File: config.mk
export PLATFORM = sky130hd
export DESIGN_NAME = wb_cmd_master
export DESIGN_NICKNAME = d
export VERILOG_FILES = /design/src/rtl/wb_cmd_master.sv
export SDC_FILE = /design/constraint.sdc
export NUM_CORES = 1
export LEC_CHECK = 0
export ABC_AREA = 1
export BUFFER_PORTS_ARGS = -buffer_cell sky130_fd_sc_hd__buf_2
export CORE_AREA = 10 10 119 121
export DETAILED_ROUTE_END_ITERATION = 8
export DIE_AREA = 0 0 129 131
export MAX_ROUTING_LAYER = met4
export PLACE_DENSITY = 0.79
export REMOVE_ABC_BUFFERS = 1
export SYNTH_ARGS = -nofsm -noshare
export SYNTH_HDL_FRONTEND = slang
export SYNTH_SLANG_ARGS = --single-unit
File: constraint.sdc
create_clock -name i_clk -period 1.8 [get_ports i_clk]
set_clock_uncertainty 0.1 [all_clocks]
set_input_delay 0.36 -clock i_clk [delete_from_list [all_inputs] [get_ports i_clk]]
set_output_delay 0.36 -clock i_clk [all_outputs]
set_load 0.01 [all_outputs]
File: src/rtl/wb_cmd_master.sv
// Single-outstanding Wishbone classic master: turns one command into one bus
// transaction (with RTY retries and a per-attempt timeout) and one response.
//
// state | meaning
// ------+---------------------------------------------------------------
// IDLE  | waiting for a command, cmd_ready high
// BUS   | cyc/stb asserted with the latched command, waiting for a termination
// GAP   | one idle bus cycle between an RTY and the next attempt
// RESP  | response presented until the consumer takes it
module wb_cmd_master #(
    parameter int DATA_WIDTH     = 32,
    parameter int ADDR_WIDTH     = 32,
    parameter int SELECT_WIDTH   = DATA_WIDTH / 8,
    parameter int TIMEOUT_CYCLES = 255,
    parameter int MAX_RETRY      = 3
) (
    input  logic                    i_clk,
    input  logic                    i_rst,
    input  logic                    cmd_valid,
    output logic                    cmd_ready,
    input  logic                    cmd_we,
    input  logic [ADDR_WIDTH-1:0]   cmd_adr,
    input  logic [DATA_WIDTH-1:0]   cmd_dat,
    input  logic [SELECT_WIDTH-1:0] cmd_sel,
    output logic                    rsp_valid,
    input  logic                    rsp_ready,
    output logic [DATA_WIDTH-1:0]   rsp_dat,
    output logic [1:0]              rsp_status,
    output logic [ADDR_WIDTH-1:0]   wb_adr_o,
    output logic [DATA_WIDTH-1:0]   wb_dat_o,
    input  logic [DATA_WIDTH-1:0]   wb_dat_i,
    output logic                    wb_we_o,
    output logic [SELECT_WIDTH-1:0] wb_sel_o,
    output logic                    wb_stb_o,
    output logic                    wb_cyc_o,
    input  logic                    wb_ack_i,
    input  logic                    wb_err_i,
    input  logic                    wb_rty_i
);

    localparam logic [1:0]  ST_OK      = 2'b00;
    localparam logic [1:0]  ST_ERR     = 2'b01;
    localparam logic [1:0]  ST_RTY_EXH = 2'b10;
    localparam logic [1:0]  ST_TIMEOUT = 2'b11;
    localparam logic [15:0] TMO_LAST   = 16'(TIMEOUT_CYCLES - 1);
    localparam logic [3:0]  RTY_LIMIT  = 4'(MAX_RETRY);

    typedef enum logic [1:0] {
        S_IDLE,
        S_BUS,
        S_GAP,
        S_RESP
    } state_t;

    state_t                  state, state_nxt;
    logic                    out_of_reset;
    logic                    accept;
    logic                    lat_we;
    logic [ADDR_WIDTH-1:0]   lat_adr;
    logic [DATA_WIDTH-1:0]   lat_dat;
    logic [SELECT_WIDTH-1:0] lat_sel;
    logic [3:0]              rty_cnt, rty_cnt_nxt;
    logic [15:0]             tmo_cnt, tmo_cnt_nxt;
    logic [DATA_WIDTH-1:0]   rsp_dat_q, rsp_dat_nxt;
    logic [1:0]              rsp_status_q, rsp_status_nxt;

    // cmd_ready stays low for the partial cycle between reset release and the first edge
    assign cmd_ready  = out_of_reset && (state == S_IDLE);
    assign accept     = cmd_valid && cmd_ready;
    assign rsp_valid  = (state == S_RESP);
    assign rsp_dat    = rsp_dat_q;
    assign rsp_status = rsp_status_q;
    assign wb_cyc_o   = (state == S_BUS);
    assign wb_stb_o   = (state == S_BUS);
    assign wb_adr_o   = lat_adr;
    assign wb_dat_o   = lat_dat;
    assign wb_we_o    = lat_we;
    assign wb_sel_o   = lat_sel;

    always_ff @(posedge i_clk or negedge i_rst) begin
        if (!i_rst) begin
            state        <= S_IDLE;
            out_of_reset <= 1'b0;
            rty_cnt      <= '0;
            tmo_cnt      <= '0;
            rsp_dat_q    <= '0;
            rsp_status_q <= ST_OK;
            lat_we       <= 1'b0;
            lat_adr      <= '0;
            lat_dat      <= '0;
            lat_sel      <= '0;
        end else begin
            state        <= state_nxt;
            out_of_reset <= 1'b1;
            rty_cnt      <= rty_cnt_nxt;
            tmo_cnt      <= tmo_cnt_nxt;
            rsp_dat_q    <= rsp_dat_nxt;
            rsp_status_q <= rsp_status_nxt;
            if (accept) begin
                lat_we  <= cmd_we;
                lat_adr <= cmd_adr;
                lat_dat <= cmd_dat;
                lat_sel <= cmd_sel;
            end
        end
    end

    always_comb begin
        state_nxt      = state;
        rty_cnt_nxt    = rty_cnt;
        tmo_cnt_nxt    = tmo_cnt;
        rsp_dat_nxt    = rsp_dat_q;
        rsp_status_nxt = rsp_status_q;
        case (state)
            S_IDLE: begin
                if (accept) begin
                    rty_cnt_nxt = '0;
                    tmo_cnt_nxt = '0;
                    state_nxt   = S_BUS;
                end
            end
            S_BUS: begin
                // a termination on the last allowed cycle still beats the timeout
                if (wb_ack_i) begin
                    rsp_status_nxt = ST_OK;
                    rsp_dat_nxt    = lat_we ? '0 : wb_dat_i;
                    state_nxt      = S_RESP;
                end else if (wb_err_i) begin
                    rsp_status_nxt = ST_ERR;
                    rsp_dat_nxt    = '0;
                    state_nxt      = S_RESP;
                end else if (wb_rty_i) begin
                    if (rty_cnt < RTY_LIMIT) begin
                        rty_cnt_nxt = rty_cnt + 4'd1;
                        state_nxt   = S_GAP;
                    end else begin
                        rsp_status_nxt = ST_RTY_EXH;
                        rsp_dat_nxt    = '0;
                        state_nxt      = S_RESP;
                    end
                end else if (tmo_cnt == TMO_LAST) begin
                    rsp_status_nxt = ST_TIMEOUT;
                    rsp_dat_nxt    = '0;
                    state_nxt      = S_RESP;
                end else begin
                    tmo_cnt_nxt = tmo_cnt + 16'd1;
                end
            end
            S_GAP: begin
                tmo_cnt_nxt = '0;
                state_nxt   = S_BUS;
            end
            S_RESP: begin
                if (rsp_ready) begin
                    state_nxt = S_IDLE;
                end
            end
            default: state_nxt = S_IDLE;
        endcase
    end

endmodule

### Yosys cells after proc, flatten, opt, wreduce, memory -nomap -nowiden

Index checks and enable logic that the tools add are counted.
Widths: inputs -> output; s select.

* output and inout bits: 107
* word-level logic and storage cells: 67
* bits in registers: 126

* add/subtract/negate cells: 2
* equal/unequal tests: 14
* muxes and demuxes: 30
* magnitude comparators: 1
* reductions and logical operators: 10

Operators with widths (count)
* $mux 32: 6
* $mux 16: 5
* $pmux 16 s3: 1
* $mux 2: 10
* $mux 4: 5
* $add 16x1->16 const B: 1
* $eq 16x8->1 const B: 1
* $reduce_and 6->1: 2
* $ne 2x2->1 const B: 5
* $pmux 2 s4: 1
* $pmux 4 s2: 1
* $ne 2x1->1 const B: 3
* $reduce_and 3->1: 2
* $ne 5x1->1 const B: 1
* $add 4x1->4 const B: 1
* $eq 2x2->1 const B: 2
* $lt 4x2->1 const B: 1
* $ne 4x4->1 const B: 1
* $reduce_bool 4->1: 1
* $reduce_bool 3->1: 1
* $eq 2x1->1 const B: 1
* $logic_and 1x1->1: 2
* $logic_not 2->1: 1
* $reduce_bool 2->1: 1
* $mux 1: 1

### Depth between registers and ports, before layout

Gate-level depths: netlist of run 1.

* depth in word-level cells: 6
* depth in mapped cells: 10
* mapped depth without buffers: 9

### Worst setup path before layout of run 1

Ideal clock, no wire load.

* path type: flip-flop to flip-flop
* start: register tmo_cnt[0]
* end: register rsp_dat_q[10], in the netlist rsp_dat[10]
* data arrival time: 1.348 ns
* setup time: 0.117 ns
* clock period less this slack: 1.565 ns
* cell stages (with the launch flop): 11
* slack: 0.235 ns
* data required time: 1.583 ns
* cells stage by stage: dfrtp_1 > inv_1 > ha_1 > nand3_1 > nor2_4 > nand2_2 > nand3b_4 > nand2_4 > buf_6 > nand2_1 > nand2_1

* longest elaborated chain between the ends: 3

Ends and longest elaborated chain
* from (decl): RTL line 63 `logic [15:0] tmo_cnt, tmo_cnt_nxt;`
* from (signal assigned): RTL line 96 `tmo_cnt <= tmo_cnt_nxt;`
* $eq 16x8->1: RTL line 141 `end else if (tmo_cnt == TMO_LAST) begin`
* $reduce_bool 4->1 (no source line)
* $reduce_and 3->1 (no source line)
* to (signal assigned): RTL line 97 `rsp_dat_q <= rsp_dat_nxt;`
* to (decl): RTL line 64 `logic [DATA_WIDTH-1:0] rsp_dat_q, rsp_dat_nxt;`

Every way passes these cells.
A chain may end at the register's enable or synchronous reset.

### Worst setup path after layout of run 1

* start: register state[1]
* end: output port cmd_ready

* longest elaborated chain between the ends: 2

Ends and longest elaborated chain
* from (decl): RTL line 55 `state_t state, state_nxt;`
* from (signal assigned): RTL line 93 `state <= state_nxt;`
* $logic_not 2->1: RTL line 68 `assign cmd_ready = out_of_reset && (state == S_IDLE);`
* $logic_and 1x1->1: RTL line 68
* to (decl): RTL line 20 `output logic cmd_ready,`

Every way passes these cells.

==> results of run 1 <==
state kept, by name, summed over array words and instances (netlist names):
name and cells:
rsp_dat 32, wb_adr_o 32, wb_dat_o 32, tmo_cnt 16, rty_cnt 4, wb_sel_o 4, rsp_status 2, state 2
out_of_reset 1, wb_we_o 1
worst max-delay path by stage:
stage	cells past startpoint	endpoint	slack [ns]
6_report	2	cmd_ready	0.05
5_1_grt	9	rsp_dat[8]	-0.01
4_1_cts	2	cmd_ready	0.03
3_5_place_dp	9	rsp_dat[1]	0.08
3_3_place_gp	8	rsp_dat[22]	0.17
2_1_floorplan	4	wb_we_o	-0.71
layout by cell type (no fill, tap or decap), types with 3 or more instances in the layout:
cell type    n
a21oi_1      3
buf_12       6
buf_2      213
buf_4       13
bufinv_16    6
clkbuf_16   17
clkinv_4     4
dfrtp_1    126
diode_2      4
ha_1         3
inv_1       56
inv_2        3
nand2_1    337
nand2_2      4
nand3_1     50
nand4_1      3
nor2_1      59
o21ai_0      5
o21ai_1     11
or2_2        4
xor2_1       3
report_power, final:
| group | total [mW] | internal (mW) | switching, mW | leakage, nW |
|---|---|---|---|---|
| Sequential | 4.60 | 3.98 | 0.619 | 1.63 |
| Combinational | 4.49 | 1.72 | 2.78 | 2.57 |
| Clock | 3.95 | 2.68 | 1.26 | 0.331 |
critical path: cells and delay by family, from the launching register on:
kind / cells / cell delay, ns
buf+inv: 1 / 0.19
flops: 1 / 0.42
simple gates: 1 / 0.27
repair_timing:
item,in CTS,in global routing
cloned,0,0
hold buffers,1,0
hold endpoints to repair,27,0
resized for setup,3,4
buffers inserted,1,0
setup endpoints to repair,2,37
pin swaps,1,1
logic make-up (layout without fill, tap and decap cells):
| kind of cell | Yosys count | count (layout) | synth area share |
|---|---|---|---|
| other | 1 | 5 | 0.0006622 |
| buffers and inverters | 90 | 326 | 0.07181 |
| AND/OR/NAND/NOR | 468 | 468 | 0.3372 |
| flip-flops | 126 | 126 | 0.5568 |
| adder cells (fa/ha/maj) | 3 | 3 | 0.006629 |
| XOR/XNOR | 4 | 4 | 0.006188 |
| AO/OA/AOI/OAI | 22 | 22 | 0.02077 |
through the flow:
| stage | util | total power, mW |
|---|---|---|
| 2_1_floorplan | - | 6.796 |
| 3_3_place_gp | 0.5890 | 8.965 |
| 3_5_place_dp | 0.5890 | 9.109 |
| 4_1_cts | 0.6487 | 13.15 |
| 5_1_grt | 0.6511 | 13.88 |
| 6_report | 0.6511 | 13.04 |
final cells by class:
class,instances,share of cell area
diodes,4,0.001302
clock buffers,20,0.05939
clock inverters,12,0.03010
inverters,60,0.02994
multi-input cells,498,0.2756
flip-flops and latches,126,0.4100
well taps,147,0.02392
repair buffers,234,0.1697
layer usage:
layer / up-vias / track usage / wire length (um)
li1: 2638 / - / -
met1: 2385 / 0.2327 / 7055
met2: 192 / 0.3228 / 7880
met3: 16 / 0.07575 / 1509
met4: 0 / 0.05686 / 194
met5: - / - / 0
==> results.yml, run 1 <==
outcome:
  status: "finished, final reports clean"
grt:
  grt_usage: 0.2011
  grt_overflow: 0
  grt_max_degree: 63
  grt_pass1_vias: 5206
  grt_antenna_before_repair: 4
  grt_pass1_wl_um: 26100
floorplanning:
  initial_utilization: 0.4794
  dieArea_sq_um: 16900
  die_w_um: 129
  design.portCount: 215
  fp.dieH_um: 131
  fp-row-count: 40
  core_sq_um: 11810
placement:
  dp_slack_ns: 0.08276
  detailed_place_hpwl_um: 12360
  globalplace.congestion: 0.9098
  dp_cells: 1064
  io_buffers: 214
  placed_area_sq_um: 6957
power:
  vdd_drop_max_mv: 0.8020
  p_leak_nw: 4.534
  power_density_nw_per_um2: 1695
critical_path:
  required_ns: 1.34
  cp_slowest_cell: "dfrtp_1"
  crit_fanout: 4
  r2r-end: "rsp_dat[1]"
  cp_cell_sequence: "nor3_2 > buf_2"
  r2r_start: "tmo_cnt[0]"
  cp-start-kind: "flop"
  cpPeakStageDelay_ns: 0.42
  cp.arrival_ns: 1.29
  reg2reg_slack_ns: 0.15
  end_kind: "primary output"
  critPathLaunch: "state[1]"
  criticalPathCategory: "flop to primary output"
  reg2regPathDepth: 9
logic_synthesis:
  synth_area_leader_cell: "dfrtp_1"
  syn_area_per_cell_sq_um: 7.931
  synthFlopType: "dfrtp_1"
  synth_area_leaders: "dfrtp_1, nand2_1, nand3_1"
  synth_area_sq_um: 5663
  async_flop_share: 1.000
  yosys_register_bits: 126
  synth-warning-count: 0
  synthTopCellsByCount: "nand2_1, dfrtp_1, nor2_1, inv_1, nand3_1"
  yosysMostFrequentCell: "nand2_1"
  syn_inst: 714
  yosysSeqAreaShare: 0.5568
  ys_types: 30
  synth_edf_count: 0
  synth_top_area_share: 0.5568
final_layout:
  multi_input_area_sq_um: 2120
  nNetsFinal: 1048
  final_area_sq_um: 7690
  drive_gt1_frac: 0.3000
  area_delta_synth_final_pct: 35.79
  finalNonFillerCells: 1101
  nFillCells: 976
  seq_area_sq_um: 3153
routing:
  dr.pass1.iters: 5
  drtIter0Drc: 476
  vias: 5231
  wirelength_um: 16640
  wire_per_inst_um: 15.11
  vias_per_cell: 4.751
  ant_nets: 0
  drc: 0
min_path:
  hold_depth: 3
  holdCritStartpoint: "cmd_dat[4]"
  hold_class: "input pin to flop"
  holdPathEnd: "wb_dat_o[4]"
sta:
  fin_ws_ns: 0.05349
  setup_violations: 0
  clock.fmax_mhz: 572.6
  finalHoldViolCount: 0
  final.min_clock_period_ns: 1.747
  fin_crit_sh: 0.9703
  whs_ns: 0.04115
  tns_ns: 0
  rsz0062_at_grt: "true"
  max-slew-margin-rel: 0.5918
  worstMarginPinSlew_ns: 0.6123
  finalMaxSlewViolations: 0
clock_network:
  cts_buffer_depth: 2
  cts_tree: "built"
  clock-root-buffer: "clkbuf_16"
  path_clk_slew_ns: 0.06
  clock_latency_ns: 0.41
  cts.sinks: 126
  numCtsBuffers: 17
  htreeDepth: 4
flow_run:
  maxCapViolCount: 0
Power figures use the tool's default switching activity.
==> inputs of run 2 (changes only) <==
--- a/config.mk
+++ b/config.mk
@@ -7,9 +7,9 @@
 export LEC_CHECK = 0
 export ABC_AREA = 1
 export BUFFER_PORTS_ARGS = -buffer_cell sky130_fd_sc_hd__buf_2
-export CORE_AREA = 10 10 119 121
+export CORE_AREA = 10 10 99 145
 export DETAILED_ROUTE_END_ITERATION = 8
-export DIE_AREA = 0 0 129 131
+export DIE_AREA = 0 0 109 155
 export MAX_ROUTING_LAYER = met4
 export PLACE_DENSITY = 0.79
 export REMOVE_ABC_BUFFERS = 1
==> run 2 against run 1 <==
Core utilization is 0.17 points lower; sequential share of layout area is 0.066 points higher; sequential cell count stayed put; critical path type unchanged.
==> results.yml, run 2 (synthesis gave the netlist of run 1 again) <==
clock_network:
  numCtsBuffers: 17
  cts_tree: "built"
  clock-root-buffer: "clkbuf_16"
  clock_latency_ns: 0.41
  cts.sinks: 126
  htreeDepth: 4
  path_clk_slew_ns: 0.06
  cts_buffer_depth: 2
grt:
  grt_antenna_before_repair: 0
  grt_pass1_wl_um: 26080
  grt_max_degree: 71
  grt_usage: 0.1989
  grt_overflow: 0
  grt_pass1_vias: 5270
floorplanning:
  initial_utilization: 0.4786
  dieArea_sq_um: 16900
  die_w_um: 109
  core_sq_um: 11830
  design.portCount: 215
  fp.dieH_um: 155
  fp-row-count: 49
power:
  power_density_nw_per_um2: 1663
  p_leak_nw: 4.537
  total_power_mw: 12.78
  vdd_drop_max_mv: 0.8426
placement:
  globalplace.congestion: 0.8830
  dp_cells: 1072
  io_buffers: 214
  placed_area_sq_um: 6954
  detailed_place_hpwl_um: 12190
sta:
  fin_crit_sh: 0.9546
  finalMaxSlewViolations: 0
  finalHoldViolCount: 0
  max-slew-margin-rel: 0.6062
  worstMarginPinSlew_ns: 0.5908
  clock.fmax_mhz: 582.0
  final.min_clock_period_ns: 1.718
  setup_violations: 0
  tns_ns: 0
routing:
  drtIter0Drc: 359
  drc: 0
  wirelength_um: 16510
  ant_nets: 0
  wire_per_inst_um: 14.90
  dr.pass1.iters: 5
  vias_per_cell: 4.724
  vias: 5234
critical_path:
  path_depth: 2
  path_buf_inv: 1
  cp.arrival_ns: 1.26
  cp_slowest_cell: "dfrtp_2"
  crit_fanout: 4
  crit_family: "flip-flops"
  criticalPathCategory: "flop to primary output"
  required_ns: 1.34
  cp-start-kind: "flop"
  reg2regPathDepth: 9
  cp_cell_sequence: "nor3_4 > buf_2"
  cpPeakStageDelay_ns: 0.45
  end_kind: "primary output"
outcome:
  status: "finished, final reports clean"
final_layout:
  final_area_sq_um: 7684
  finalNonFillerCells: 1108
  final_util: 0.6494
  nFillCells: 1015
  mostFrequentLayoutCells: "nand2_1, buf_2, dfrtp_1"
  multi_input_area_sq_um: 2137
  layout_commonest_cell: "nand2_1"
  antenna_cells: 0
  seq_area_sq_um: 3156
  nNetsFinal: 1054
  area_delta_synth_final_pct: 35.68
  drive_gt1_frac: 0.3068
min_path:
  hold_class: "input pin to flop"
  hold_depth: 3
flow_run:
  maxCapViolCount: 0
==> run 2: cell types whose count changed in the layout (fill, tap and decap cells not counted), sizes merged <==
cell,delta
buf,+5
bufinv,-1
clkbuf,-2
clkinv,+1
clkinvlp,+1
diode,-4
nand2,+1
==> run 2: worst paths after layout <==
path / start / to / slack (ns)
setup / recovery: state[0] / cmd_ready / 0.08
hold / removal: cmd_dat[6] / wb_dat_o[6] / 0.04
setup reg to reg: tmo_cnt[0] / rsp_dat[16] / 0.10
hold reg to reg: rsp_dat[21] / rsp_dat[21] / 0.37
max in group asynchronous: i_rst / state[0] / 0.71
min in group asynchronous: i_rst / tmo_cnt[4] / 0.32
==> run 2: area by class of cell <==
cell class | count | area share
clock buffers | 18 | 0.05585
repair buffers | 239 | 0.1729
well taps | 153 | 0.02491
inverters | 60 | 0.02964
flip-flops and latches | 126 | 0.4107
clock inverters | 13 | 0.02785
multi-input cells | 499 | 0.2781
==> run 2: metrics by stage <==
| stage | setup WS [ns] | hold slack, ns |
|---|---|---|
| CTS | 0.003993 | 0.02326 |
| detailed placement | 0.06507 | 0.2202 |
| global route | -0.007371 | 0.03184 |
| floorplan | -0.7054 | -0.03559 |
| finish | 0.08177 | 0.04120 |
| global placement | 0.1009 | 0.2213 |
==> run 2: report_power, final <==
group          leakage, nW  switching [mW]  internal [mW]  total, mW
clock                0.307            1.26           2.46       3.71
sequential            1.63           0.626           3.98       4.61
combinational         2.60            2.76           1.69       4.46
==> run 2: routing by layer <==
layer  GRT usage  part of all wire
met5           -                 0
met1      0.2161              0.38
met3     0.04632             0.062
met4     0.07876             0.022
met2      0.3402              0.54
==> run 2: what timing repair did <==
action                                  in CTS  in global routing
hold buffers                                 1                  0
pin swaps                                    1                  3
endpoints found under the setup margin       3                 40
gates resized for setup                      4                  9
gates cloned                                 0                  1
setup buffers                                4                  0
hold endpoints to repair                    24                  0
==> run 2: tightest hold or removal path: cells and delay by family <==
family | cells | cell delay (ns)
buffers and inverters | 1 | 0.08
and+or+nand+nor | 2 | 0.08
